<file path="src/rtl/rx_libnet_mc.sv">
// Receive-side libnet stage: per-channel sequence tracking, in-order forwarding,
// SYN resync, and a registered ack/NAK stream with full backpressure.
module rx_libnet_mc #(
  parameter int unsigned DATA_WIDTH   = 512,
  parameter int unsigned USER_WIDTH   = 64,
  parameter int unsigned NUM_CHAN     = 4,
  parameter int unsigned SEQ_LSB      = 344,
  parameter int unsigned SYN_BIT      = 377,
  parameter int unsigned CHAN_LSB     = 378,
  parameter bit          STRIP_HEADER = 1'b0
) (
  input  logic                    clk,
  input  logic                    resetn,
  input  logic [DATA_WIDTH-1:0]   rx_tdata,
  input  logic [DATA_WIDTH/8-1:0] rx_tkeep,
  input  logic [USER_WIDTH-1:0]   rx_tuser,
  input  logic                    rx_tlast,
  input  logic                    rx_tvalid,
  output logic                    rx_tready,
  output logic [DATA_WIDTH-1:0]   tx_tdata,
  output logic [DATA_WIDTH/8-1:0] tx_tkeep,
  output logic [USER_WIDTH-1:0]   tx_tuser,
  output logic                    tx_tlast,
  output logic                    tx_tvalid,
  input  logic                    tx_tready,
  output logic [39:0]             ack_tdata,
  output logic                    ack_tvalid,
  input  logic                    ack_tready,
  output logic [31:0]             drop_count
);

  localparam int unsigned ChanW = (NUM_CHAN > 1) ? $clog2(NUM_CHAN) : 1;
  localparam int unsigned KeepW = DATA_WIDTH / 8;

  typedef enum logic [1:0] {StParse, StStream, StDrop} state_e;

  state_e                  state_q, state_d;
  logic [31:0]             exp_q [NUM_CHAN];
  logic [DATA_WIDTH-1:0]   tx_tdata_q;
  logic [KeepW-1:0]        tx_tkeep_q;
  logic [USER_WIDTH-1:0]   tx_tuser_q;
  logic                    tx_tlast_q;
  logic                    tx_tvalid_q, tx_tvalid_d;
  logic [39:0]             ack_tdata_q, ack_tdata_d;
  logic                    ack_tvalid_q, ack_tvalid_d;
  logic [31:0]             drop_count_q, drop_count_d;

  logic              tx_ok, ack_ok, rdy, rx_hs;
  logic [7:0]        hdr_ch;
  logic [31:0]       hdr_seq, exp_cur, exp_wdata;
  logic              hdr_syn, ch_ok, in_order;
  logic [ChanW-1:0]  ch_idx;
  logic              exp_wr, fwd, ack_load, drop_inc;

  always_comb begin
    tx_ok  = !tx_tvalid_q || tx_tready;
    ack_ok = !ack_tvalid_q || ack_tready;
    unique case (state_q)
      StParse:  rdy = ack_ok && tx_ok;
      StStream: rdy = tx_ok;
      default:  rdy = 1'b1;
    endcase
    rx_tready = resetn && rdy;
    rx_hs     = rx_tvalid && rx_tready;
  end

  // Header field decode; only meaningful while in StParse.
  always_comb begin
    hdr_ch   = rx_tdata[CHAN_LSB +: 8];
    hdr_seq  = rx_tdata[SEQ_LSB +: 32];
    hdr_syn  = rx_tdata[SYN_BIT];
    ch_ok    = 32'(hdr_ch) < NUM_CHAN;
    ch_idx   = hdr_ch[ChanW-1:0];
    exp_cur  = ch_ok ? exp_q[ch_idx] : 32'd0;
    in_order = ch_ok && !hdr_syn && (hdr_seq == exp_cur);
  end

  always_comb begin
    state_d      = state_q;
    exp_wr       = 1'b0;
    exp_wdata    = hdr_seq;
    fwd          = 1'b0;
    ack_load     = 1'b0;
    ack_tdata_d  = ack_tdata_q;
    drop_inc     = 1'b0;
    if (rx_hs) begin
      unique case (state_q)
        StParse: begin
          if (!ch_ok) begin
            drop_inc = 1'b1;
          end else if (hdr_syn) begin
            exp_wr      = 1'b1;
            exp_wdata   = hdr_seq;
            ack_load    = 1'b1;
            ack_tdata_d = {1'b0, hdr_ch[6:0], hdr_seq};
          end else if (in_order) begin
            exp_wr      = 1'b1;
            exp_wdata   = hdr_seq + 32'd1;
            ack_load    = 1'b1;
            ack_tdata_d = {1'b0, hdr_ch[6:0], hdr_seq + 32'd1};
            fwd         = !STRIP_HEADER;
          end else begin
            ack_load    = 1'b1;
            ack_tdata_d = {1'b1, hdr_ch[6:0], exp_cur};
            drop_inc    = 1'b1;
          end
          if (!rx_tlast) state_d = in_order ? StStream : StDrop;
        end
        StStream: begin
          fwd = 1'b1;
          if (rx_tlast) state_d = StParse;
        end
        default: begin
          if (rx_tlast) state_d = StParse;
        end
      endcase
    end

    if (fwd)            tx_tvalid_d = 1'b1;
    else if (tx_tready) tx_tvalid_d = 1'b0;
    else                tx_tvalid_d = tx_tvalid_q;

    if (ack_load)        ack_tvalid_d = 1'b1;
    else if (ack_tready) ack_tvalid_d = 1'b0;
    else                 ack_tvalid_d = ack_tvalid_q;

    drop_count_d = drop_count_q;
    if (drop_inc && (drop_count_q != 32'hFFFF_FFFF)) drop_count_d = drop_count_q + 32'd1;
  end

  // Data registers carry no reset; only the valid/control state is cleared.
  always_ff @(posedge clk) begin
    if (!resetn) begin
      state_q      <= StParse;
      for (int i = 0; i < int'(NUM_CHAN); i++) exp_q[i] <= 32'd0;
      tx_tvalid_q  <= 1'b0;
      ack_tvalid_q <= 1'b0;
      drop_count_q <= 32'd0;
    end else begin
      state_q      <= state_d;
      if (exp_wr) exp_q[ch_idx] <= exp_wdata;
      tx_tvalid_q  <= tx_tvalid_d;
      ack_tvalid_q <= ack_tvalid_d;
      drop_count_q <= drop_count_d;
      if (fwd) begin
        tx_tdata_q <= rx_tdata;
        tx_tkeep_q <= rx_tkeep;
        tx_tuser_q <= rx_tuser;
        tx_tlast_q <= rx_tlast;
      end
      if (ack_load) ack_tdata_q <= ack_tdata_d;
    end
  end

  always_comb begin
    tx_tdata   = tx_tdata_q;
    tx_tkeep   = tx_tkeep_q;
    tx_tuser   = tx_tuser_q;
    tx_tlast   = tx_tlast_q;
    tx_tvalid  = tx_tvalid_q;
    ack_tdata  = ack_tdata_q;
    ack_tvalid = ack_tvalid_q;
    drop_count = drop_count_q;
  end

endmodule

</file>
<file path="config.mk">
export PLATFORM = sky130hd
export DESIGN_NAME = rx_libnet_mc
export DESIGN_NICKNAME = d
export VERILOG_FILES = /design/src/rtl/rx_libnet_mc.sv
export SDC_FILE = /design/constraint.sdc
export NUM_CORES = 1
export LEC_CHECK = 0
export BUFFER_PORTS_ARGS = -buffer_cell sky130_fd_sc_hd__buf_2
export CORE_AREA = 4 4 533 535
export CTS_BUF_LIST = sky130_fd_sc_hd__clkbuf_16
export CTS_CLUSTER_SIZE = 24
export DETAILED_ROUTE_END_ITERATION = 6
export DIE_AREA = 0 0 537 539
export HOLD_SLACK_MARGIN = 0.03
export SLEW_MARGIN = 40
export SYNTH_ARGS = -nofsm -noshare
export SYNTH_HDL_FRONTEND = slang
export SYNTH_SLANG_ARGS = --single-unit
</file>
<file path="constraint.sdc">
create_clock -name clk -period 64.6 [get_ports clk]
set_input_delay 6.46 -clock clk [delete_from_list [all_inputs] [get_ports clk]]
set_output_delay 6.46 -clock clk [all_outputs]
set_load 0.1 [all_outputs]
</file>
==> results_dict.tcl, run 1 <==
set metrics [dict create \
    rows 194 \
    worst_path_max_delay_cell "nor2b_2" \
    ctsResizeCount 0 \
    clk_pin_slew_worst_paths_ns 0.06 \
    cts_max_level 3 \
    slowest_delay_ns 0.49 \
    detail-route-antenna-nets 0 \
    fill_cells 30700 \
    postSynth.asyncResetShare_pct 0 \
    gr-total-overflow 0 \
    path_cells "buf_2 > nor2b_2 > o21ba_2 > nor2b_1 > buf_2" \
    wire_per_inst_um 38.1 \
    ir_worst_vdd_mv 0.0208 \
    grt_pass1_wl_um 314000 \
    period_minus_slack_ns 14.19 \
    dieWidth_um 537 \
    holdPathStages 2 \
    firstDrtPassIters 6 \
    crit_path_frequent_cell "buf_2" \
    ys_ff_latch 845 \
    dpl_worst_slack_ns 50.43 \
    finalHoldViolCount 0 \
    cp-start-kind "input pin" \
    tightest_slew_ns 0.917 \
    drv_slew 0 \
    setup_viol 0 \
    numCtsBuffers 107 \
    p_total_mw 1.28 \
    syn2layout_area_growth_pct 50.1 \
    antenna_found_initial 203 \
    critPathCaptureType "primary output" \
    power_leakage_nw 16.9 \
    synth-seq-area-share_pct 82.6 \
    wirelength_um 265000 \
    core_um2 279000 \
    dieArea_um2 289000 \
    rr_endpoint "tx_tdata[129]" \
    port_buffers 1361 \
    period_share_pct 22.0 \
    root_buffer "clkbuf_16" \
    worstPathArrival_ns 7.73 \
    pwr_density_cell_nw_per_um2 28.2 \
    max_freq_ghz 0.0705 \
    place_hpwl_um 229000 \
    skew_ns 0.0866 \
    vias 23800 \
    yosysTopAreaCell "edfxtp_1" \
    layout_common_cells "1355 x buf_2, 809 x edfxtp_1, 181 x nor2_1" \
    ios 1362 \
    required_ns 58.14 \
    hold_start "drop_count[20]" \
    crit_fanout 3 \
    grt_max_degree 137 \
    syn_inst 1683 \
    max_slew_margin_pct 38.8 \
    synthesis.area_um2 30300 \
    drtIter0Drc 2374 \
    place_congestion 1.04 \
    synth_top_area_share_pct 80.2 \
    design_area_um2 45500 \
    rsz0062_at_grt "no" \
    cts_sinks 845 \
    holdPathEnd "drop_count[20]" \
    crit_family "simple AND/OR/NAND/NOR gates" \
    clockBufferDepth 4 \
    r2r_slack_ns 58.53 \
    final.setup.tns_ns 0 \
    worst_slack_ns 50.41 \
    synthTopCellsByArea "edfxtp_1 80%, dfxtp_1 2.4%, mux4_2 2.3%" \
    clk_latency_ns 0.85 \
    critPathKind "in2out" \
    holdCritPathClass "reg2reg" \
    nets 3745 \
    cap_violations 0 \
    via_per_inst 3.43 \
    synth_edf_count 809 \
    first_global_vias 22800 \
    outcome "finished clean" \
    rr_worst_depth 14 \
    cts_hold_buf 0 \
    path_buf_inv 2 \
    post_cts_buffers 0 \
    final_common_cell "buf_2" \
    yosys_warnings 0 \
    post-route-drc-count 0 \
    die_h_um 539 \
    synth.avg_cell_area_um2 18.0 \
    synthFlopType "edfxtp_1" \
    cts_tree "built" \
    syn-num-nets 2331 \
    placed_area_um2 41700 \
    ys_types 68 \
    drive_above_1_share_pct 50.6 \
    timing.rr.start "exp_q[0][24]" \
    initial_core_util_pct 10.9 \
    grt_use_total_pct 17.5 \
]
power breakdown:
part | internal [mW] | switching, mW | leakage (nW) | total, mW
registers | 0.602 | 0.000967 | 7.78 | 0.603
clock network | 0.362 | 0.260 | 1.77 | 0.622
logic | 0.0209 | 0.0345 | 7.34 | 0.0554
cell usage after synthesis, types with 8 or more instances:
library cell	instances
xnor2_1	26
nor3_1	11
clkbuf_1	43
buf_1	8
and2_1	10
inv_1	30
nor2_1	182
buf_2	27
mux2i_1	24
nand4_1	30
and4_1	11
nor2b_1	9
nand3_1	53
a311oi_1	16
edfxtp_1	809
nand2b_1	12
xor2_1	21
nand2_1	61
nand4b_1	9
mux4_2	31
o21ai_0	10
and3_1	30
dfxtp_1	36
a21oi_1	55
final cells by class:
type / count / area, um2 / area share [%]
tap: 3724 / 4660 / 10.3
sequential: 845 / 25000 / 55.0
timing repair buffer: 1391 / 7110 / 15.7
clock inverter: 85 / 868 / 1.91
multi-input combinational: 721 / 4870 / 10.7
inverter: 31 / 116 / 0.256
antenna: 55 / 138 / 0.303
clock buffer: 107 / 2680 / 5.89
per-stage QoR:
stage	hold WS [ns]	utilization, %	cells
4_1_cts	0.513	16.2	6903
3_5_place_dp	0.500	15.0	6711
3_3_place_gp	0.483	14.9	6710
2_1_floorplan	0.542	-	1683
6_report	0.513	16.3	6959
5_1_grt	0.529	16.3	6925
flip-flops by register name, indices dropped and copies added (netlist names):
| name | cells |
|---|---|
| tx_tuser | 64 |
| exp_q | 128 |
| drop_count | 32 |
| state_q | 2 |
| tx_tdata | 512 |
| tx_tvalid | 1 |
| tx_tlast | 1 |
| tx_tkeep | 64 |
| ack_tdata | 40 |
| ack_tvalid | 1 |
worst register-to-register path, cell delays in order (launching register included):
cell and delay, ns:
edfxtp_1 0.42, mux4_2 0.49, a22oi_1 0.32, nand3_1 0.13, a32o_1 0.26, or4_1 0.60, nor3_4 0.21, buf_4 0.29
nor2_1 0.12, nor2_4 0.43, buf_8 0.27, buf_4 0.54, buf_12 0.32, buf_6 0.68, buf_4 0.67
worst max path at each step:
stage	startpoint	to	slack [ns]	cells after the start
4_1_cts	tx_tready	rx_tready	50.43	5
5_1_grt	tx_tready	rx_tready	50.44	5
6_report	tx_tready	rx_tready	50.41	5
3_3_place_gp	tx_tready	rx_tready	50.11	5
2_1_floorplan	rx_tdata[379]	tx_tdata[0]	27.28	13
3_5_place_dp	tx_tready	rx_tready	50.43	5
cell families (layout without fill, tap and decap cells):
group	Yosys count	in the layout	synth area share (%)
flops	845	845	82.6
simple gates	450	450	7.38
compound gates	166	166	3.75
buf+inv	117	1614	1.72
mux	56	56	3.13
xor+xnor	47	47	1.36
fa+ha+maj	2	2	0.0826
other cells	0	55	0
per-layer routing:
metal,wire length [um],track usage [%]
met1,97400,19.6
met4,7460,4.67
met3,45300,12.5
met2,115000,26.4
met5,252,0
Power figures use the tool's default switching activity.
==> run 2, diff against run 1 <==
- clock period: 64.6 -> 13.1 ns (I/O delays scaled with it)
==> results_dict.tcl, run 2 (same netlist as run 1, synthesis figures left out) <==
set metrics [dict create \
    cap_violations 0 \
    syn2layout_area_growth_pct 50.1 \
    path_buf_inv 4 \
    place_congestion 1.08 \
    via_per_inst 3.46 \
    worst_path_max_delay_cell "or3b_2" \
    final_common_cell "buf_2" \
    nets 3743 \
    fill_cells 30800 \
    finalHoldViolCount 0 \
    initial_core_util_pct 10.9 \
    period_share_pct 46.3 \
    wirelength_um 263000 \
    switching_share_pct 23.1 \
    drv_slew 0 \
    post_cts_buffers 0 \
    clockBufferDepth 4 \
    path_cells "buf_2 > buf_6 > mux4_2 > a22oi_1 > nand3_1 > a32o_1 > or4_1 > nor3_4 > o21ai_4 > buf_4 > or3b_2 > nand2_1 > buf_4" \
    p_switching_mw 1.45 \
    holdPathEnd "drop_count[20]" \
    outcome "finished clean" \
    grt_pass1_wl_um 311000 \
    ios 1362 \
    numCtsBuffers 107 \
    multi_input_area_um2 4860 \
    cts_tree "built" \
    holdPathStages 2 \
    grt_use_total_pct 17.3 \
    cts_max_level 3 \
    gr-total-overflow 0 \
    crit_path_frequent_cell "buf_4" \
    clkPwrFrac_pct 48.4 \
    drtIter0Drc 2708 \
    antenna_found_initial 210 \
    die_h_um 539 \
    cp-start-kind "input pin" \
    crit_fanout 49 \
    firstDrtPassIters 5 \
    first_global_vias 22500 \
    wire_per_inst_um 37.9 \
    max_freq_ghz 0.165 \
    ctsResizeCount 0 \
    crit_family "simple AND/OR/NAND/NOR gates" \
    ir_worst_vdd_mv 0.102 \
    hold_start "drop_count[20]" \
    rows 194 \
    max_slew_margin_pct 39.6 \
    pwr-share-seq_pct 47.4 \
    core_um2 279000 \
    rr_worst_depth 11 \
    period_minus_slack_ns 6.07 \
    root_buffer "clkbuf_16" \
    grt_max_degree 111 \
    layout_common_cells "1359 x buf_2, 809 x edfxtp_1, 180 x nor2_1" \
    critPathKind "in2reg" \
    holdCritPathClass "reg2reg" \
    required_ns 13.59 \
    cts_hold_buf 0 \
    combPwrFrac_pct 4.2 \
    clk_pin_slew_worst_paths_ns 0.06 \
    rsz0062_at_grt "no" \
    rr_endpoint "exp_q[2][17]" \
    p_int_mw 4.82 \
    place_hpwl_um 229000 \
    vias 24100 \
    skew_ns 0.0865 \
    cts_sinks 845 \
    detail-route-antenna-nets 0 \
    drive_above_1_share_pct 50.2 \
    dieArea_um2 289000 \
    pwr_density_cell_nw_per_um2 138 \
    post-route-drc-count 0 \
    dieWidth_um 537 \
    port_buffers 1361 \
    worstPathArrival_ns 6.56 \
    power_leakage_nw 16.9 \
    clk_latency_ns 0.86 \
    r2r_slack_ns 7.89 \
    slowest_delay_ns 0.81 \
    final_cells 6957 \
    critPathCaptureType "flop" \
    largest_register_ffs 512 \
    setup_viol 0 \
    timing.rr.start "exp_q[1][9]" \
    dp.cells 6709 \
    seqCellArea_um2 25000 \
    tightest_slew_ns 0.906 \
    final.setup.tns_ns 0 \
]
-- run 2: area by class of cell --
cell class / instances / share of cell area, %
Inverter: 31 / 0.256
Antenna cell: 52 / 0.286
Sequential cell: 845 / 55.0
Tap cell: 3724 / 10.3
Clock buffer: 107 / 5.89
Timing Repair Buffer: 1389 / 15.7
Clock inverter: 88 / 1.88
Multi-Input combinational cell: 721 / 10.7
-- run 2: worst register-to-register path: cells and delay by family, from the launching register on --
family,cells,cell delay (ns)
simple gates,5,2.61
buf+inv,2,0.68
compound gates,3,0.64
mux,1,0.53
flops,1,0.40
-- run 2: worst max path at each step --
stage / startpoint / end / depth (start not counted) / slack, ns
global route: rx_tdata[378] / exp_q[2][27] / 13 / 6.89
floorplan: rx_tdata[378] / tx_tdata[0] / 13 / -0.50
CTS: rx_tdata[378] / exp_q[2][27] / 13 / 7.16
detailed placement: rx_tdata[378] / exp_q[2][27] / 13 / 6.29
global placement: rx_tdata[378] / exp_q[2][21] / 13 / 5.96
finish: rx_tdata[378] / exp_q[2][17] / 13 / 7.03
-- run 2: layer usage --
metal  wire [um]  GRT usage (%)  vias to the layer above
li1            -              -                     9434
met1       91100           18.9                    12200
met5         337              0                        -
met4       10200           5.36                       46
met2      112000           25.9                     1926
met3       49700           13.0                      498
-- run 2: power groups by stage --
stage	Combinational [mW]	Sequential [mW]	Clock (mW)
6_report	0.263	2.97	3.03
5_1_grt	0.277	2.97	3.23
4_1_cts	0.262	2.97	3.12
3_5_place_dp	0.258	3.03	0
3_3_place_gp	0.257	3.03	0
2_1_floorplan	0.0806	3.04	0
-- run 2: stage by stage --
step                      power [mW]  worst slack, ns  util [%]  hold slack (ns)  instance area, um2
final                           6.27             7.03      16.3            0.496               45500
after global routing            6.48             6.89      16.3            0.532               45400
after CTS                       6.36             7.16      16.2            0.492               45300
after detailed placement        3.29             6.29      15.0            0.482               41800
after global placement          3.29             5.96      14.9            0.469               41700
after floorplan                 3.12           -0.502         -            0.542               30400
==> run 3, diff against run 2 <==
- clock period: 13.1 -> 6.1 ns (I/O delays scaled with it)
==> results_dict.tcl, run 3 (same netlist as run 1, synthesis figures left out) <==
set metrics [dict create \
    initial_core_util_pct 10.9 \
    final_common_cell "buf_2" \
    wire_per_inst_um 35.3 \
    final.setup.tns_ns 0 \
    firstDrtPassIters 6 \
    power_leakage_nw 19.3 \
    crit_fanout 32 \
    cts_max_level 3 \
    nets 4346 \
    drive_above_1_share_pct 42.5 \
    drv_slew 0 \
    drtIter0Drc 2872 \
    rows 194 \
    clk_latency_ns 0.83 \
    antenna_found_initial 197 \
    routed.top_layer "met5" \
    dieArea_um2 289000 \
    largest_register_ffs 512 \
    rsz0062_at_grt "no" \
    met2WireLength_um 113000 \
    port_buffers 1361 \
    detail-route-antenna-nets 0 \
    syn2layout_area_growth_pct 69.4 \
    seqCellArea_um2 25000 \
    place_congestion 1.08 \
    multi_input_area_um2 4820 \
    cts_tree "built" \
    wl_met3_um 41200 \
    ios 1362 \
    cp-start-kind "input pin" \
    clockBufferDepth 4 \
    via_per_inst 3.51 \
    required_ns 6.53 \
    holdCritPathClass "in2reg" \
    post-route-drc-count 0 \
    placed_area_um2 41800 \
    core_um2 279000 \
    numCtsBuffers 106 \
    max_freq_ghz 0.202 \
    holdPathStages 1 \
    grt_max_degree 121 \
    vias 26700 \
    pwr_density_cell_nw_per_um2 266 \
    worstPathArrival_ns 5.39 \
    skew_ns 0.0544 \
    clk_pin_slew_worst_paths_ns 0.06 \
    gr-total-overflow 0 \
    rr_worst_depth 10 \
    wirelength_um 268000 \
    ir_worst_vdd_mv 0.206 \
    die_h_um 539 \
    tightest_slew_ns 1.00 \
    setup_viol 0 \
    critPathKind "in2reg" \
    finalHoldViolCount 0 \
    period_minus_slack_ns 4.96 \
    grt_use_total_pct 17.5 \
    fill_cells 30300 \
    cap_violations 0 \
    first_global_vias 25700 \
    critPathCaptureType "flop" \
    wl_met1_um 99500 \
    period_share_pct 81.4 \
    dieWidth_um 537 \
    max_slew_margin_pct 33.0 \
    grt_pass1_wl_um 320000 \
    layout_common_cells "1361 x buf_2, 809 x edfxtp_1, 590 x dlygate4sd3_1" \
    fin_worst_hold_slack_ns 0.0533 \
    p_total_mw 13.6 \
    design_area_um2 51300 \
    outcome "finished clean" \
    place_hpwl_um 227000 \
    root_buffer "clkbuf_16" \
    cts_sinks 845 \
]
## run 3: cell count changes in the layout (fill, tap and decap cells not counted), moves of 4 or more
cell,previous run,this run
buf_4,21,34
bufinv_16,13,9
clkinv_1,24,19
clkinv_2,7,16
diode_2,52,83
dlygate4sd3_1,0,590
## run 3: repair_timing
item                                   CTS  global route
setup buffers                            0             0
resized for setup                        0             0
endpoints found under the hold margin  595             0
hold buffers                           590             0
## run 3: worst paths after layout
check	startpoint	endpoint	slack, ns
setup / recovery	rx_tdata[382]	exp_q[2][9]	1.14
hold / removal	rx_tuser[11]	tx_tuser[11]	0.05
hold reg to reg	drop_count[1]	drop_count[1]	0.51
setup reg to reg	exp_q[0][28]	exp_q[2][9]	1.80
## run 3: layout make-up
type | instances | share of cell area (%)
inverter | 31 | 0.227
clock inverter | 84 | 1.40
tap | 3724 | 9.08
sequential | 845 | 48.7
clock buffer | 106 | 5.17
antenna | 83 | 0.405
timing repair buffer | 1993 | 25.6
multi-input combinational | 721 | 9.39
## run 3: critical path, stage by stage
cell and delay [ns]:
dlygate4sd3_1 0.54, buf_2 0.17, nor4_4 0.51, and2_2 0.68, nand4_1 0.20, a32o_1 0.32, or4_1 0.59, nor3_4 0.45
o21ai_4 0.27, or3b_1 0.44, nand2_1 0.10, buf_4 0.46
## run 3: power by group
group	internal (mW)	switching (mW)	leakage, nW
sequential	6.37	0.0107	7.78
clock	3.56	2.72	1.71
combinational	0.472	0.497	9.85
## run 3: metrics by stage
stage	util, %	cells	setup slack [ns]
2_1_floorplan	-	1683	-6.80
5_1_grt	18.4	7545	1.03
3_3_place_gp	15.0	6724	0.832
3_5_place_dp	15.0	6724	0.973
4_1_cts	18.3	7504	1.29
6_report	18.4	7587	1.14
## run 3: layer usage
| layer | track usage (%) | up-vias |
|---|---|---|
| li1 | - | 10700 |
| met1 | 20.3 | 13400 |
| met2 | 26.1 | 2035 |
| met3 | 10.3 | 504 |
| met4 | 7.53 | 20 |
| met5 | 0 | - |
